### src/rtl/rv_dm_host_arb.sv
// rtl/rv_dm_host_arb.sv - round-robin arbiter sharing the debug module system-bus host port
module rv_dm_host_arb #(
  parameter int unsigned NumReq        = 2,
  parameter int unsigned BusWidth      = 32,
  parameter int unsigned TimeoutCycles = 1024
) (
  input  logic                     clk_i,
  input  logic                     rst_ni,
  input  logic [NumReq-1:0]        req_i,
  input  logic [NumReq*BusWidth-1:0] addr_i,
  input  logic [NumReq-1:0]        we_i,
  input  logic [NumReq*BusWidth-1:0] wdata_i,
  input  logic [NumReq*BusWidth/8-1:0] be_i,
  output logic [NumReq-1:0]        gnt_o,
  output logic [NumReq-1:0]        rvalid_o,
  output logic [BusWidth-1:0]      rdata_o,
  output logic                     err_o,
  output logic                     host_req_o,
  output logic [BusWidth-1:0]      host_addr_o,
  output logic                     host_we_o,
  output logic [BusWidth-1:0]      host_wdata_o,
  output logic [BusWidth/8-1:0]    host_be_o,
  input  logic                     host_gnt_i,
  input  logic                     host_rvalid_i,
  input  logic [BusWidth-1:0]      host_rdata_i,
  input  logic                     host_err_i,
  output logic                     busy_o,
  output logic                     timeout_o
);

  localparam int unsigned BeW  = BusWidth / 8;
  localparam int unsigned IdxW = (NumReq > 1) ? $clog2(NumReq) : 1;
  localparam int unsigned CntW = (TimeoutCycles > 1) ? $clog2(TimeoutCycles) : 1;

  typedef enum logic [1:0] {
    StIdle,
    StReq,
    StWait,
    StDrain
  } state_e;

  state_e            state_q;
  logic [IdxW-1:0]   owner_q;
  logic [IdxW-1:0]   rr_ptr_q;
  logic [CntW-1:0]   cnt_q;

  logic [IdxW-1:0]   winner;
  logic              any_req;
  logic [IdxW-1:0]   next_ptr;
  logic [NumReq-1:0] owner_oh;
  logic              owner_req;
  logic              rsp_hit;
  logic              tmo_hit;

  // Round-robin pick: first requester at or above rr_ptr, otherwise the lowest one below it
  always_comb begin
    winner  = '0;
    any_req = 1'b0;
    for (int i = 0; i < NumReq; i++) begin
      if (!any_req && req_i[i] && (i >= int'(rr_ptr_q))) begin
        any_req = 1'b1;
        winner  = IdxW'(i);
      end
    end
    for (int i = 0; i < NumReq; i++) begin
      if (!any_req && req_i[i]) begin
        any_req = 1'b1;
        winner  = IdxW'(i);
      end
    end
  end

  // Response/watchdog decode; a real response in the last watchdog cycle beats the timeout
  always_comb begin
    next_ptr  = (owner_q == IdxW'(NumReq - 1)) ? '0 : owner_q + 1'b1;
    owner_oh  = NumReq'(1) << owner_q;
    owner_req = req_i[owner_q];
    rsp_hit   = (state_q == StWait) && host_rvalid_i;
    tmo_hit   = (TimeoutCycles != 0) && (state_q == StWait) && !host_rvalid_i &&
                (cnt_q == CntW'(TimeoutCycles - 1));
  end

  // Transaction FSM: one request in flight, owner remembered for response routing
  always_ff @(posedge clk_i or negedge rst_ni) begin
    if (!rst_ni) begin
      state_q  <= StIdle;
      owner_q  <= '0;
      rr_ptr_q <= '0;
      cnt_q    <= '0;
    end else begin
      case (state_q)
        StIdle: begin
          if (any_req) begin
            owner_q <= winner;
            state_q <= StReq;
          end
        end
        StReq: begin
          if (!owner_req) begin
            state_q <= StIdle;
          end else if (host_gnt_i) begin
            rr_ptr_q <= next_ptr;
            cnt_q    <= '0;
            state_q  <= StWait;
          end
        end
        StWait: begin
          if (host_rvalid_i) begin
            state_q <= StIdle;
          end else if (tmo_hit) begin
            state_q <= StDrain;
          end else begin
            cnt_q <= cnt_q + 1'b1;
          end
        end
        StDrain: begin
          // The late response belongs to an abandoned transaction and is swallowed here
          if (host_rvalid_i) begin
            state_q <= StIdle;
          end
        end
        default: state_q <= StIdle;
      endcase
    end
  end

  // Output decode: payload muxed from the owner only while requesting, responses passed through
  always_comb begin
    host_req_o   = (state_q == StReq);
    host_addr_o  = '0;
    host_we_o    = 1'b0;
    host_wdata_o = '0;
    host_be_o    = '0;
    if (state_q == StReq) begin
      host_addr_o  = addr_i[owner_q*BusWidth +: BusWidth];
      host_we_o    = we_i[owner_q];
      host_wdata_o = wdata_i[owner_q*BusWidth +: BusWidth];
      host_be_o    = be_i[owner_q*BeW +: BeW];
    end
    gnt_o     = (host_req_o && owner_req && host_gnt_i) ? owner_oh : '0;
    rvalid_o  = (rsp_hit || tmo_hit) ? owner_oh : '0;
    rdata_o   = rsp_hit ? host_rdata_i : '0;
    err_o     = rsp_hit ? host_err_i : tmo_hit;
    timeout_o = tmo_hit;
    busy_o    = (state_q != StIdle);
  end

endmodule

### config.mk
export PLATFORM = sky130hd
export DESIGN_NAME = rv_dm_host_arb
export DESIGN_NICKNAME = d
export VERILOG_FILES = /design/src/rtl/rv_dm_host_arb.sv
export SDC_FILE = /design/constraint.sdc
export NUM_CORES = 1
export LEC_CHECK = 0
export BUFFER_PORTS_ARGS = -buffer_cell sky130_fd_sc_hd__buf_2
export CORE_AREA = 2 2 112 114
export CTS_CLUSTER_SIZE = 24
export DETAILED_ROUTE_END_ITERATION = 8
export DIE_AREA = 0 0 114 116
export PLACE_DENSITY_LB_ADDON = 0.12
export SYNTH_ARGS = -nofsm -noshare
export SYNTH_HDL_FRONTEND = slang
export SYNTH_SLANG_ARGS = --single-unit
### constraint.sdc
create_clock -name clk_i -period 2.6 [get_ports clk_i]
set_input_delay 0.52 -clock clk_i [delete_from_list [all_inputs] [get_ports clk_i]]
set_output_delay 0.52 -clock clk_i [all_outputs]
set_load 0.01 [all_outputs]
# After elaboration in Yosys (flattened, before gate mapping)
# Index checks and enable logic that the tools add are counted.
# word_totals
regBits	14
inputBits	177
out_inout_bits	109
# op_classes
add_sub_neg	2
n_lt_le_gt_ge	2
n_eq_ne	12
n_shift	4
n_mux	32
n_reduce_logical	21
# op_table
operator	count
variable part select 64 x 7 -> 32 bit	2
two-way mux 32 bit	3
two-way mux 10 bit	4
one-hot mux 10 bit (2 select lines)	1
two-way mux 2 bit	8
two-way mux 1 bit	14
adder 10 x 1 -> 10 bit (second input constant)	1
equality test 10 bit (second input constant)	1
logical AND 1 bit	9
inequality test 2 bit (second input constant)	4
one-hot mux 2 bit (4 select lines)	1
variable part select 8 x 4 -> 4 bit	1
inequality test 3 bit (second input constant)	2
AND reduction 5 bit	1
equality test 2 bit (second input constant)	2
logical NOT 1 bit	4
two-way mux 4 bit	1
inequality test 2 x 1 -> 1 bit (second input constant)	2
AND reduction 4 bit	1
nonzero test 2 bit	2
AND reduction 3 bit	1
equality test 2 x 1 -> 1 bit (second input constant)	1
logical NOT 2 bit	1
< comparator 1 x 2 -> 1 bit (second input constant)	1
5 further kinds	5

# Depth between registers and ports, before layout
# Gate-level depths: netlist (run 1).
# depth
word_depth	14
depth_mapped	8
depth_no_buf	6

# Worst setup path before layout (run 1)
# No wires, ideal clock.
# synth_timing
path_kind	flip-flop to output port
start	reg state_q[1]
end	out host_addr_o[31]
arrival_time_ns	1.400
required_time_ns	2.080
setup_slack_ns	0.680
path_stages_with_launch	6
n_path_buf	2
path_cell_list	dfrtp_1 > inv_1 > ha_1 > clkbuf_1 > clkbuf_1 > nor2b_1
# synth_via
elab_chain_len	2
# synth_lines
item	line	text
from (decl)	42	state_e state_q;
from (signal assigned)	86	state_q <= StIdle;
from (signal assigned)	95	state_q <= StReq;
from (signal assigned)	100	state_q <= StIdle;
equality test 2 x 1 -> 1 bit	--	
named net host_req_o	18	output logic host_req_o,
two-way mux 32 bit	134	if (state_q == StReq) begin
to (decl)	19	output logic [BusWidth-1:0] host_addr_o,
# The timed path passes the listed nets, and every way through them passes these cells.

# Worst setup path after layout (run 1)
# layout_timing
start	reg cnt_q[5]
end	out rvalid_o[0]
# layout_via
elab_chain_len	4
# layout_lines
item	line	text
from (decl)	45	logic [CntW-1:0] cnt_q;
from (signal assigned)	113	cnt_q <= cnt_q + 1'b1;
equality test 10 bit	80	(cnt_q == CntW'(TimeoutCycles - 1));
logical AND 1 bit	79	tmo_hit = (TimeoutCycles != 0) && (state_q == StWait) && !host_rvalid_i &&
logical OR 1 bit	141	rvalid_o = (rsp_hit || tmo_hit) ? owner_oh : '0;
two-way mux 2 bit	141	
to (decl)	15	output logic [NumReq-1:0] rvalid_o,
# No other way between the ends.

==> summary.md, run 1 <==
| Metric | Value |
|---|---|
| VDD IR max | `0.349 mV` |
| Post-synth EDFFs | `0` |
| Placed cell count | `723` |
| Reg power frac | `0.112` |
| Post-DP HPWL | `9150 um` |
| IO Port Bufs | `285` |
| Syn Nets | `491` |
| Synth cell types | `43` |
| Synthesized flop and latch total | `14` |
| Post-Synthesis Cells | `309` |
| Post-Synth Adder-Cell Area | `0.0257` |
| Post-CTS Resized | `0` |
| Pint | `1.73 mW` |
| Status | `finished clean` |
| Worst-skew pair later-pin latency | `0.25 ns` |
| Core Rows | `40` |
| Area of the multi-input gates | `1930 sq um` |
| Complex-gate fraction of the synthesized area | `0.105` |
| Synth-to-layout area growth | `69.2%` |
| Clock Skews | `0.00228 ns` |
| FF-to-FF setup slack | `0.73 ns` |
| Net Switching | `1.51 mW` |
| Min-Delay Path Class | `input port to asynchronous set/reset pin` |
| CTS root buf | `clkbuf_16` |
| Dominant cells by area after synthesis | `mux2i_1 (28%), nor2b_1 (18%), dfrtp_1 (14%)` |
| Static Leak | `2.53 nW` |
| Crit path launch type | `register` |
| CTS tree | `done` |
| Syn avg cell area | `7.86 sq um` |
| Largest net degree at the start of global routing | `71` |
| Top cell type by total area after synthesis | `mux2i_1` |
| Via Count | `3315` |
| DRC | `0` |
| Sum Neg Setup Slack | `0 ns` |
| Setup CP Type | `register to output port` |
| Initial antenna violation count | `1` |
| Crit path max fanout | `7` |
| Worst Tran Pin Value | `0.453 ns` |
| Headroom to the max-slew limit | `0.696` |
| All-layer global routing usage | `0.142` |
| Clock tree sinks | `14` |
| Die ar. | `13200 sq um` |
| Share of layout cells above drive strength 1 | `0.531` |
| Initial core utilization | `0.204` |
| Post-synthesis mux area share | `0.290` |
| Final Non-Filler Cells | `728` |
| Synth Area in Simple Gates | `0.373` |
| Required @ worst endpoint | `2.08 ns` |
| Reg area | `354 sq um` |
| Hold Vio Cnt, Final | `0` |
| Final Util | `0.345` |
| Final WS setup | `0.237 ns` |
| Bufs on Longest Clock Path | `2` |
| Largest family of logic cells by synthesized area | `simple AND/OR/NAND/NOR gates` |
| RSZ-0062 raised after global routing | `false` |
| Post-Syn Area | `2430 sq um` |
| Max Fclk | `0.423 GHz` |
| Async S/R FF share, synth | `1.00` |
| Via/cell ratio | `4.55` |
| PwrDens | `788 nW/um^2` |
| 1st-iter DRT viols | `139` |
| Routed Antenna Nets | `0` |
| # IOs | `286` |
| Pre-CTS setup slack | `0.477 ns` |
| Element type at the critical path end | `output port` |
| Final Critical Period | `2.36 ns` |
| Die W | `114 um` |
| Post-Route WL | `10900 um` |
| Final period utilization | `0.909` |
| Switching share of total power | `0.466` |
| Nets | `763` |
| GP Congestion | `0.771` |
| Vias in the first global route | `3040` |
| Global-route wire length before repair | `15100 um` |
| Max Cap Viol | `0` |
| DR WL/cell | `15.0 um` |
| CTS buffer count | `3` |
| FILL cells | `1262` |
| Most used DFF post-synth | `dfrtp_1` |
| Finish-stage setup viols | `0` |
| Yosys warning total | `0` |
| Synth Area in XOR/XNOR | `0` |
| CP arrival | `1.84 ns` |
| Die H | `116 um` |
| Sequential area share after synthesis | `0.144` |
| CTS H-tree depth | `1` |
| GR Overflow Total | `0` |
| Drt first pass iters | `4` |
| Hold buffers post-CTS | `0` |
| Core area | `11900 sq um` |
| Clk pwr share | `0.103` |
| Max-slew violations | `0` |
| CTS clk-pin slew, worst paths | `0.05 ns` |
| Logic pwr share | `0.786` |
| Post-CTS Setup Inserts | `0` |
| Top cell type's share of synthesized area | `0.284` |
-- kinds of logic after synthesis --
group,count (synthesis)
flip-flops,14
adder cells (fa/ha/maj),5
multiplexers,70
buffers and inverters,36
AO/OA/AOI/OAI,33
AND/OR/NAND/NOR,151
-- cells in the mapped netlist (2+ instances only) --
cell type  count
a21oi_1        7
buf_2         11
mux2i_1       69
o2111ai_1      2
dfrtp_1       14
a31oi_1        3
nor2b_1       70
nor3_1         2
and3_1        36
a21o_1         2
nand3_1       12
nor4_1         2
o21ai_0        3
clkbuf_1      15
o311ai_0       2
inv_1         10
or4_1          2
ha_1           5
nor2_1         6
nand2_1       12
nand4_1        2
-- layout by cell type (no fill, tap or decap), types with 3 or more instances in the layout --
cell type and n:
nor2_1 6, mux2i_1 69, nand2_1 12, a31oi_1 3, clkbuf_16 3, nor2b_1 70, buf_4 6, inv_1 10
buf_2 285, ha_1 4, o21ai_0 3, and3_1 36, a21oi_1 7, dfrtp_1 13, nand3_1 12
-- worst max-delay path: stages, from the launching register on --
cell and delay, ns:
dfrtp_1 0.43, nand4_1 0.29, o31ai_2 0.51, and3_1 0.24, buf_2 0.14
-- through the flow --
step,area [sq um],hold WS [ns],power [mW]
floorplan,2430,0.224,1.98
global placement,4020,0.456,2.94
detailed placement,4020,0.457,2.95
CTS,4110,0.195,3.29
global route,4110,0.212,3.49
finish,4110,0.180,3.24
-- state kept, by name, indices dropped and copies added (netlist names) --
register  flops
rr_ptr_q      1
owner_q       1
cnt_q        10
state_q       2
-- final cells by class --
cell class | instances | area share
well taps | 147 | 0.0447
flip-flops and latches | 14 | 0.0861
diodes | 1 | 0.000609
clock buffers | 4 | 0.0216
inverters | 10 | 0.00913
multi-input cells | 259 | 0.470
repair buffers | 293 | 0.368
-- power by group through the flow --
stage	clock network (mW)	logic, mW	registers (mW)
6_report	0.332	2.55	0.362
5_1_grt	0.346	2.77	0.374
4_1_cts	0.335	2.58	0.367
3_5_place_dp	0	2.58	0.371
3_3_place_gp	0	2.57	0.367
2_1_floorplan	0	1.70	0.281
-- path summary, 6_finish.rpt --
path | start | end | depth (start not counted)
setup reg to reg | state_q[0] | cnt_q[0] | 6
setup / recovery | cnt_q[5] | rvalid_o[0] | 4
max in group asynchronous | rst_ni | owner_q | 1
min in group clk_i | rr_ptr_q | rr_ptr_q | 1
hold reg to reg | rr_ptr_q | rr_ptr_q | 1
hold / removal | rst_ni | cnt_q[4] | 1
-- routing by layer --
metal,routed length [um],global-route usage,vias to the layer above
met4,45,0.0252,0
met2,6240,0.304,166
li1,-,-,1640
met5,0,0,-
met3,955,0.0262,5
met1,3650,0.140,1504
Note: power is estimated with default switching activity, not from simulation.
==> inputs of run 2 (changes only) <==
==> constraint.sdc (replaced) <==
create_clock -name clk_i -period 2.6 [get_ports clk_i]
set_input_delay 0.26 -clock clk_i [delete_from_list [all_inputs] [get_ports clk_i]]
set_output_delay 0.26 -clock clk_i [all_outputs]
set_load 0.01 [all_outputs]
==> summary.md, run 2 (synthesized netlist as in run 1, its figures left out) <==
| Metric | Value |
|---|---|
| Setup CP Type | `register to output port` |
| Net Switching | `1.47 mW (-2.7%)` |
| Bufs on Longest Clock Path | `2 (unchanged)` |
| DRC | `0 (unchanged)` |
| Largest Register | `cnt_q` |
| All-layer global routing usage | `0.139 (-0.00318)` |
| Die ar. | `13200 sq um (unchanged)` |
| Fin area | `4080 sq um (-0.79%)` |
| Largest regs | `cnt_q (10), state_q (2)` |
| WHS Path Cells | `2` |
| Via Count | `3269 (-1.4%)` |
| Largest net degree at the start of global routing | `73 (+2.8%)` |
| PwrDens | `772 nW/um^2 (-2.1%)` |
| Finish-stage setup viols | `0 (unchanged)` |
| Drt first pass iters | `4 (unchanged)` |
| Die H | `116 um (unchanged)` |
| Share of layout cells above drive strength 1 | `0.527 (-0.00417)` |
| CTS root buf | `clkbuf_16` |
| Post-DP HPWL | `8700 um (-4.9%)` |
| Max-slew violations | `0 (unchanged)` |
| Core area | `11900 sq um (unchanged)` |
| Clock tree sinks | `14 (unchanged)` |
| Max Fclk | `0.478 GHz (+13%)` |
| Global-route wire length before repair | `14800 um (-1.8%)` |
| Final Critical Period | `2.09 ns (-0.271 ns)` |
| GR Overflow Total | `0 (unchanged)` |
| CTS tree | `done` |
| Static Leak | `2.51 nW (-0.79%)` |
| Post-Route WL | `10400 um (-4.0%)` |
| Reg power frac | `0.097 (-0.015)` |
| Die W | `114 um (unchanged)` |
| Initial core utilization | `0.204 (unchanged)` |
| Crit path launch type | `register` |
| Initial antenna violation count | `1 (unchanged)` |
| Nets | `760 (-0.39%)` |
| CTS H-tree depth | `1 (unchanged)` |
| Hold Vio Cnt, Final | `0 (unchanged)` |
| Headroom to the max-slew limit | `0.646 (-0.0504)` |
| RSZ-0062 raised after global routing | `false` |
| 1st-iter DRT viols | `129 (-7.2%)` |
| Clk pwr share | `0.106 (+0.003)` |
| Final Util | `0.342 (-0.00273)` |
| # IOs | `286 (unchanged)` |
| R2r worst-path depth | `7 (+1)` |
| Pint | `1.68 mW (-2.9%)` |
| Status | `finished clean` |
| VDD IR max | `0.424 mV (+21%)` |
| IO Port Bufs | `285 (unchanged)` |
| Sum Neg Setup Slack | `0 ns (unchanged)` |
| Max FFs per register | `10 (unchanged)` |
| CP arrival | `1.83 ns (about the same)` |
| Max Cap Viol | `0 (unchanged)` |
| Core Rows | `40 (unchanged)` |
| Logic pwr share | `0.797 (+0.011)` |
| Switching share of total power | `0.467 (+0.000583)` |
| Element type at the critical path end | `output port` |
| Min-Delay Path Class | `input port to register` |
| Via/cell ratio | `4.51 (-0.98%)` |
| Vias in the first global route | `3068 (+0.92%)` |
| Synth-to-layout area growth | `67.9%` |
| Worst Tran Pin Value | `0.531 ns (+0.0784 ns)` |
| Post-CTS Resized | `0 (unchanged)` |
| Most frequent cells in the layout | `buf_2 (285), nor2b_1 (70), mux2i_1 (69)` |
| Final period utilization | `0.805 (-0.104)` |
| Crit path max fanout | `7 (unchanged)` |
| Required @ worst endpoint | `2.34 ns (+0.26 ns)` |
| Commonest non-fill, non-tap cell in the layout | `buf_2` |
| FILL cells | `1254 (-0.63%)` |
| GP Congestion | `0.779 (+1.0%)` |
| CTS clk-pin slew, worst paths | `0.05 ns (about the same)` |
| CTS buffer count | `3 (unchanged)` |
| Routed Antenna Nets | `0 (unchanged)` |
| Clock Skews | `0.00331 ns (+0.00103 ns)` |
| DR WL/cell | `14.4 um (-3.6%)` |
| Worst-skew pair later-pin latency | `0.25 ns (about the same)` |
| Post-placement cell area | `3980 sq um (-1.1%)` |
## run 2: cell count changes in the layout (fill, tap and decap cells not counted), sizes merged
cell	before	now
buf	293	289
dlygate4sd3	0	1
## run 2: final timing paths
| path | slack (ns) | to | startpoint |
|---|---|---|---|
| max reg2reg | 0.72 | cnt_q[6] | state_q[0] |
| min reg2reg | 0.48 | rr_ptr_q | rr_ptr_q |
| max in group asynchronous | 1.87 | owner_q | rst_ni |
| min | 0.23 | owner_q | req_i[0] |
| min in group asynchronous | 0.44 | cnt_q[9] | rst_ni |
| max | 0.51 | rvalid_o[0] | cnt_q[5] |
## run 2: power groups by stage
stage                     logic, mW  registers (mW)  clock network, mW
after floorplan                1.70           0.281                  0
after global placement         2.55           0.307                  0
after detailed placement       2.55           0.309                  0
after CTS                      2.55           0.305              0.340
after global routing           2.74           0.313              0.350
final                          2.51           0.305              0.333
## run 2: cell type report
| cell class | instances | area, sq um | area share |
|---|---|---|---|
| tap | 147 | 184 | 0.0451 |
| clock buffer | 4 | 88.8 | 0.0218 |
| timing repair buffer | 290 | 1480 | 0.363 |
| inverter | 10 | 37.5 | 0.00920 |
| sequential | 14 | 354 | 0.0868 |
| antenna | 1 | 2.50 | 0.000613 |
| multi-input combinational | 259 | 1930 | 0.474 |
## run 2: layer usage
metal | wire, um | track usage | up-vias
met1 | 3620 | 0.140 | 1473
met4 | 73 | 0.0179 | 0
met3 | 911 | 0.0309 | 6
met2 | 5850 | 0.292 | 158
met5 | 0 | 0 | -
li1 | - | - | 1632
## run 2: timing repair
action,CTS,global route
setup buffers,0,0
hold endpoints to repair,14,0
hold buffers,1,0
## run 2: through the flow
| stage | std cells | power (mW) | setup slack [ns] | hold WS, ns |
|---|---|---|---|---|
| detailed placement | 719 | 2.86 | 0.739 | 0.196 |
| floorplan | 309 | 1.98 | 0.863 | -0.0356 |
| global placement | 719 | 2.86 | 0.754 | 0.195 |
| global route | 725 | 3.41 | 0.328 | 0.247 |
| finish | 725 | 3.15 | 0.508 | 0.231 |
| CTS | 724 | 3.19 | 0.500 | 0.227 |
## run 2: worst max-delay path: stages (launching register included)
cell and delay, ns:
dfrtp_1 0.42, nand4_1 0.29, o31ai_2 0.51, and3_1 0.23
buf_2 0.13
==> inputs of run 3 (changes only) <==
- clock period: 2.6 -> 1.7 ns (I/O delays scaled with it)
==> summary.md, run 3 (synthesized netlist as in run 1, its figures left out) <==
| Metric | Value |
|---|---|
| Headroom to the max-slew limit | `0.726 (+0.0798)` |
| Status | `finished clean` |
| Core area | `11900 sq um (unchanged)` |
| Critical Path Max Stage Delay | `0.37 ns (-0.14 ns)` |
| Largest Register | `cnt_q` |
| Crit path max fanout | `5 (-2)` |
| Required @ worst endpoint | `1.53 ns (-0.81 ns)` |
| Post-placement cell area | `4170 sq um (+4.8%)` |
| Largest regs | `cnt_q (10), state_q (2)` |
| Max Fclk | `0.589 GHz` |
| Finish-stage setup viols | `0 (unchanged)` |
| Worst Tran Pin Value | `0.411 ns (-0.120 ns)` |
| Via/cell ratio | `4.63 (+2.8%)` |
| CTS clk-pin slew, worst paths | `0.05 ns (about the same)` |
| RSZ-0062 raised after global routing | `true` |
| Max-slew violations | `0 (unchanged)` |
| Reg area | `354 sq um (unchanged)` |
| Total power | `6.60 mW (+110%)` |
| Pre-CTS setup slack | `-0.0554 ns (-0.795 ns)` |
| Max Cap Viol | `0 (unchanged)` |
| Worst hold slack | `0.140 ns (-0.0904 ns)` |
| # diodes | `0 (-1)` |
| IO Port Bufs | `285 (unchanged)` |
| R2r worst-path depth | `7 (unchanged)` |
| FILL cells | `1208 (-3.7%)` |
| Drt first pass iters | `4 (unchanged)` |
| Die ar. | `13200 sq um (unchanged)` |
| CTS tree | `done` |
| Initial core utilization | `0.204 (unchanged)` |
| Hold Vio Cnt, Final | `0 (unchanged)` |
| Final WS setup | `0.00174 ns (-0.506 ns)` |
| Largest net degree at the start of global routing | `34 (-53%)` |
| CTS root buf | `clkbuf_16` |
| Fin area | `4910 sq um (+20%)` |
| 1st-iter DRT viols | `130 (+0.78%)` |
| VDD IR max | `0.481 mV (+13%)` |
| Via Count | `3563 (+9.0%)` |
| Post-Route WL | `12300 um (+18%)` |
| Final period utilization | `0.999` |
| Clock tree sinks | `14 (unchanged)` |
| Routed Antenna Nets | `0 (unchanged)` |
| Final Critical Period | `1.70 ns` |
| Final Non-Filler Cells | `769 (+6.1%)` |
| Most frequent cells in the layout | `buf_2 (282), nor2b_1 (66), mux2i_1 (61)` |
| Clock Skews | `0.00300 ns (-0.000305 ns)` |
| CP max stage cell | `dfrtp_1` |
| GP Congestion | `0.831 (+6.7%)` |
| Core Rows | `40 (unchanged)` |
| Nets | `805 (+5.9%)` |
| Vias in the first global route | `3326 (+8.4%)` |
| Static Leak | `2.89 nW (+15%)` |
| Die H | `116 um (unchanged)` |
| Share of layout cells above drive strength 1 | `0.608 (+0.0809)` |
| Global-route wire length before repair | `16400 um (+11%)` |
| # IOs | `286 (unchanged)` |
| Area of the multi-input gates | `2140 sq um (+11%)` |
| CTS buffer count | `3 (unchanged)` |
| Crit path launch type | `register` |
| CP arrival | `1.53 ns (-0.30 ns)` |
| DR WL/cell | `16.0 um (+11%)` |
| Worst-skew pair later-pin latency | `0.25 ns (about the same)` |
| Setup CP Type | `register to output port` |
| Post-DP HPWL | `9160 um (+5.3%)` |
| Critical path, cell by cell | `nand4_1 > buf_6 > o31ai_4 > and3_1 > buf_2` |
| WHS Path Cells | `2 (unchanged)` |
| All-layer global routing usage | `0.155 (+0.0167)` |
| CTS H-tree depth | `1 (unchanged)` |
| Min-Delay Path Class | `input port to register` |
| Initial antenna violation count | `0 (-1)` |
| PwrDens | `1340 nW/um^2 (+74%)` |
| Die W | `114 um (unchanged)` |
| GR Overflow Total | `0 (unchanged)` |
| Commonest non-fill, non-tap cell in the layout | `buf_2` |
| Max FFs per register | `10 (unchanged)` |
| Element type at the critical path end | `output port` |
| Synth-to-layout area growth | `102%` |
| Placed cell count | `743 (+3.3%)` |
| Bufs on Longest Clock Path | `2 (unchanged)` |
| DRC | `0 (unchanged)` |
-- run 3: worst max-delay path, delay by kind of cell (launching register included) --
kind | cells | cell delay (ns)
compound gates | 1 | 0.29
buf+inv | 2 | 0.29
flops | 1 | 0.37
simple gates | 2 | 0.33
-- run 3: routing by layer --
metal | wire length, um | up-vias | track usage
li1 | - | 1734 | -
met1 | 4370 | 1659 | 0.161
met2 | 6890 | 157 | 0.320
met3 | 891 | 13 | 0.0272
met4 | 170 | 0 | 0.0374
met5 | 0 | - | 0
-- run 3: report_power, final --
| part | internal (mW) | switching (mW) |
|---|---|---|
| combinational | 3.06 | 2.57 |
| sequential | 0.393 | 0.0675 |
| clock | 0.358 | 0.154 |
| total | 3.82 | 2.79 |
-- run 3: timing repair --
| action | CTS | global route |
|---|---|---|
| gates resized for setup | 23 | 46 |
| endpoints found under the setup margin | 79 | 94 |
| hold buffers | 1 | 0 |
| buffers inserted | 5 | 8 |
| gates cloned | 3 | 6 |
| endpoints found under the hold margin | 14 | 0 |
| pin swaps | 6 | 9 |
-- run 3: worst paths after layout --
check	startpoint	endpoint	slack, ns
worst max-delay path	cnt_q[5]	rvalid_o[0]	0.002
worst min-delay path	req_i[0]	owner_q	0.14
worst max register to register	state_q[1]	cnt_q[6]	0.01
worst min register to register	rr_ptr_q	rr_ptr_q	0.48
max in group asynchronous	rst_ni	owner_q	0.99
min in group asynchronous	rst_ni	cnt_q[3]	0.38
-- run 3: cell type report --
| cell class | count | share of cell area |
|---|---|---|
| multi-input cells | 259 | 0.436 |
| repair buffers | 335 | 0.428 |
| flip-flops and latches | 14 | 0.0720 |
| well taps | 147 | 0.0374 |
| clock buffers | 4 | 0.0181 |
| inverters | 10 | 0.00764 |
-- run 3: metrics by stage --
step | TNS (ns) | utilization
2_1_floorplan | 0 | -
3_3_place_gp | -0.0354 | 0.350
3_5_place_dp | -0.0554 | 0.350
4_1_cts | -0.000742 | 0.379
5_1_grt | -1.19 | 0.413
6_report | 0 | 0.413
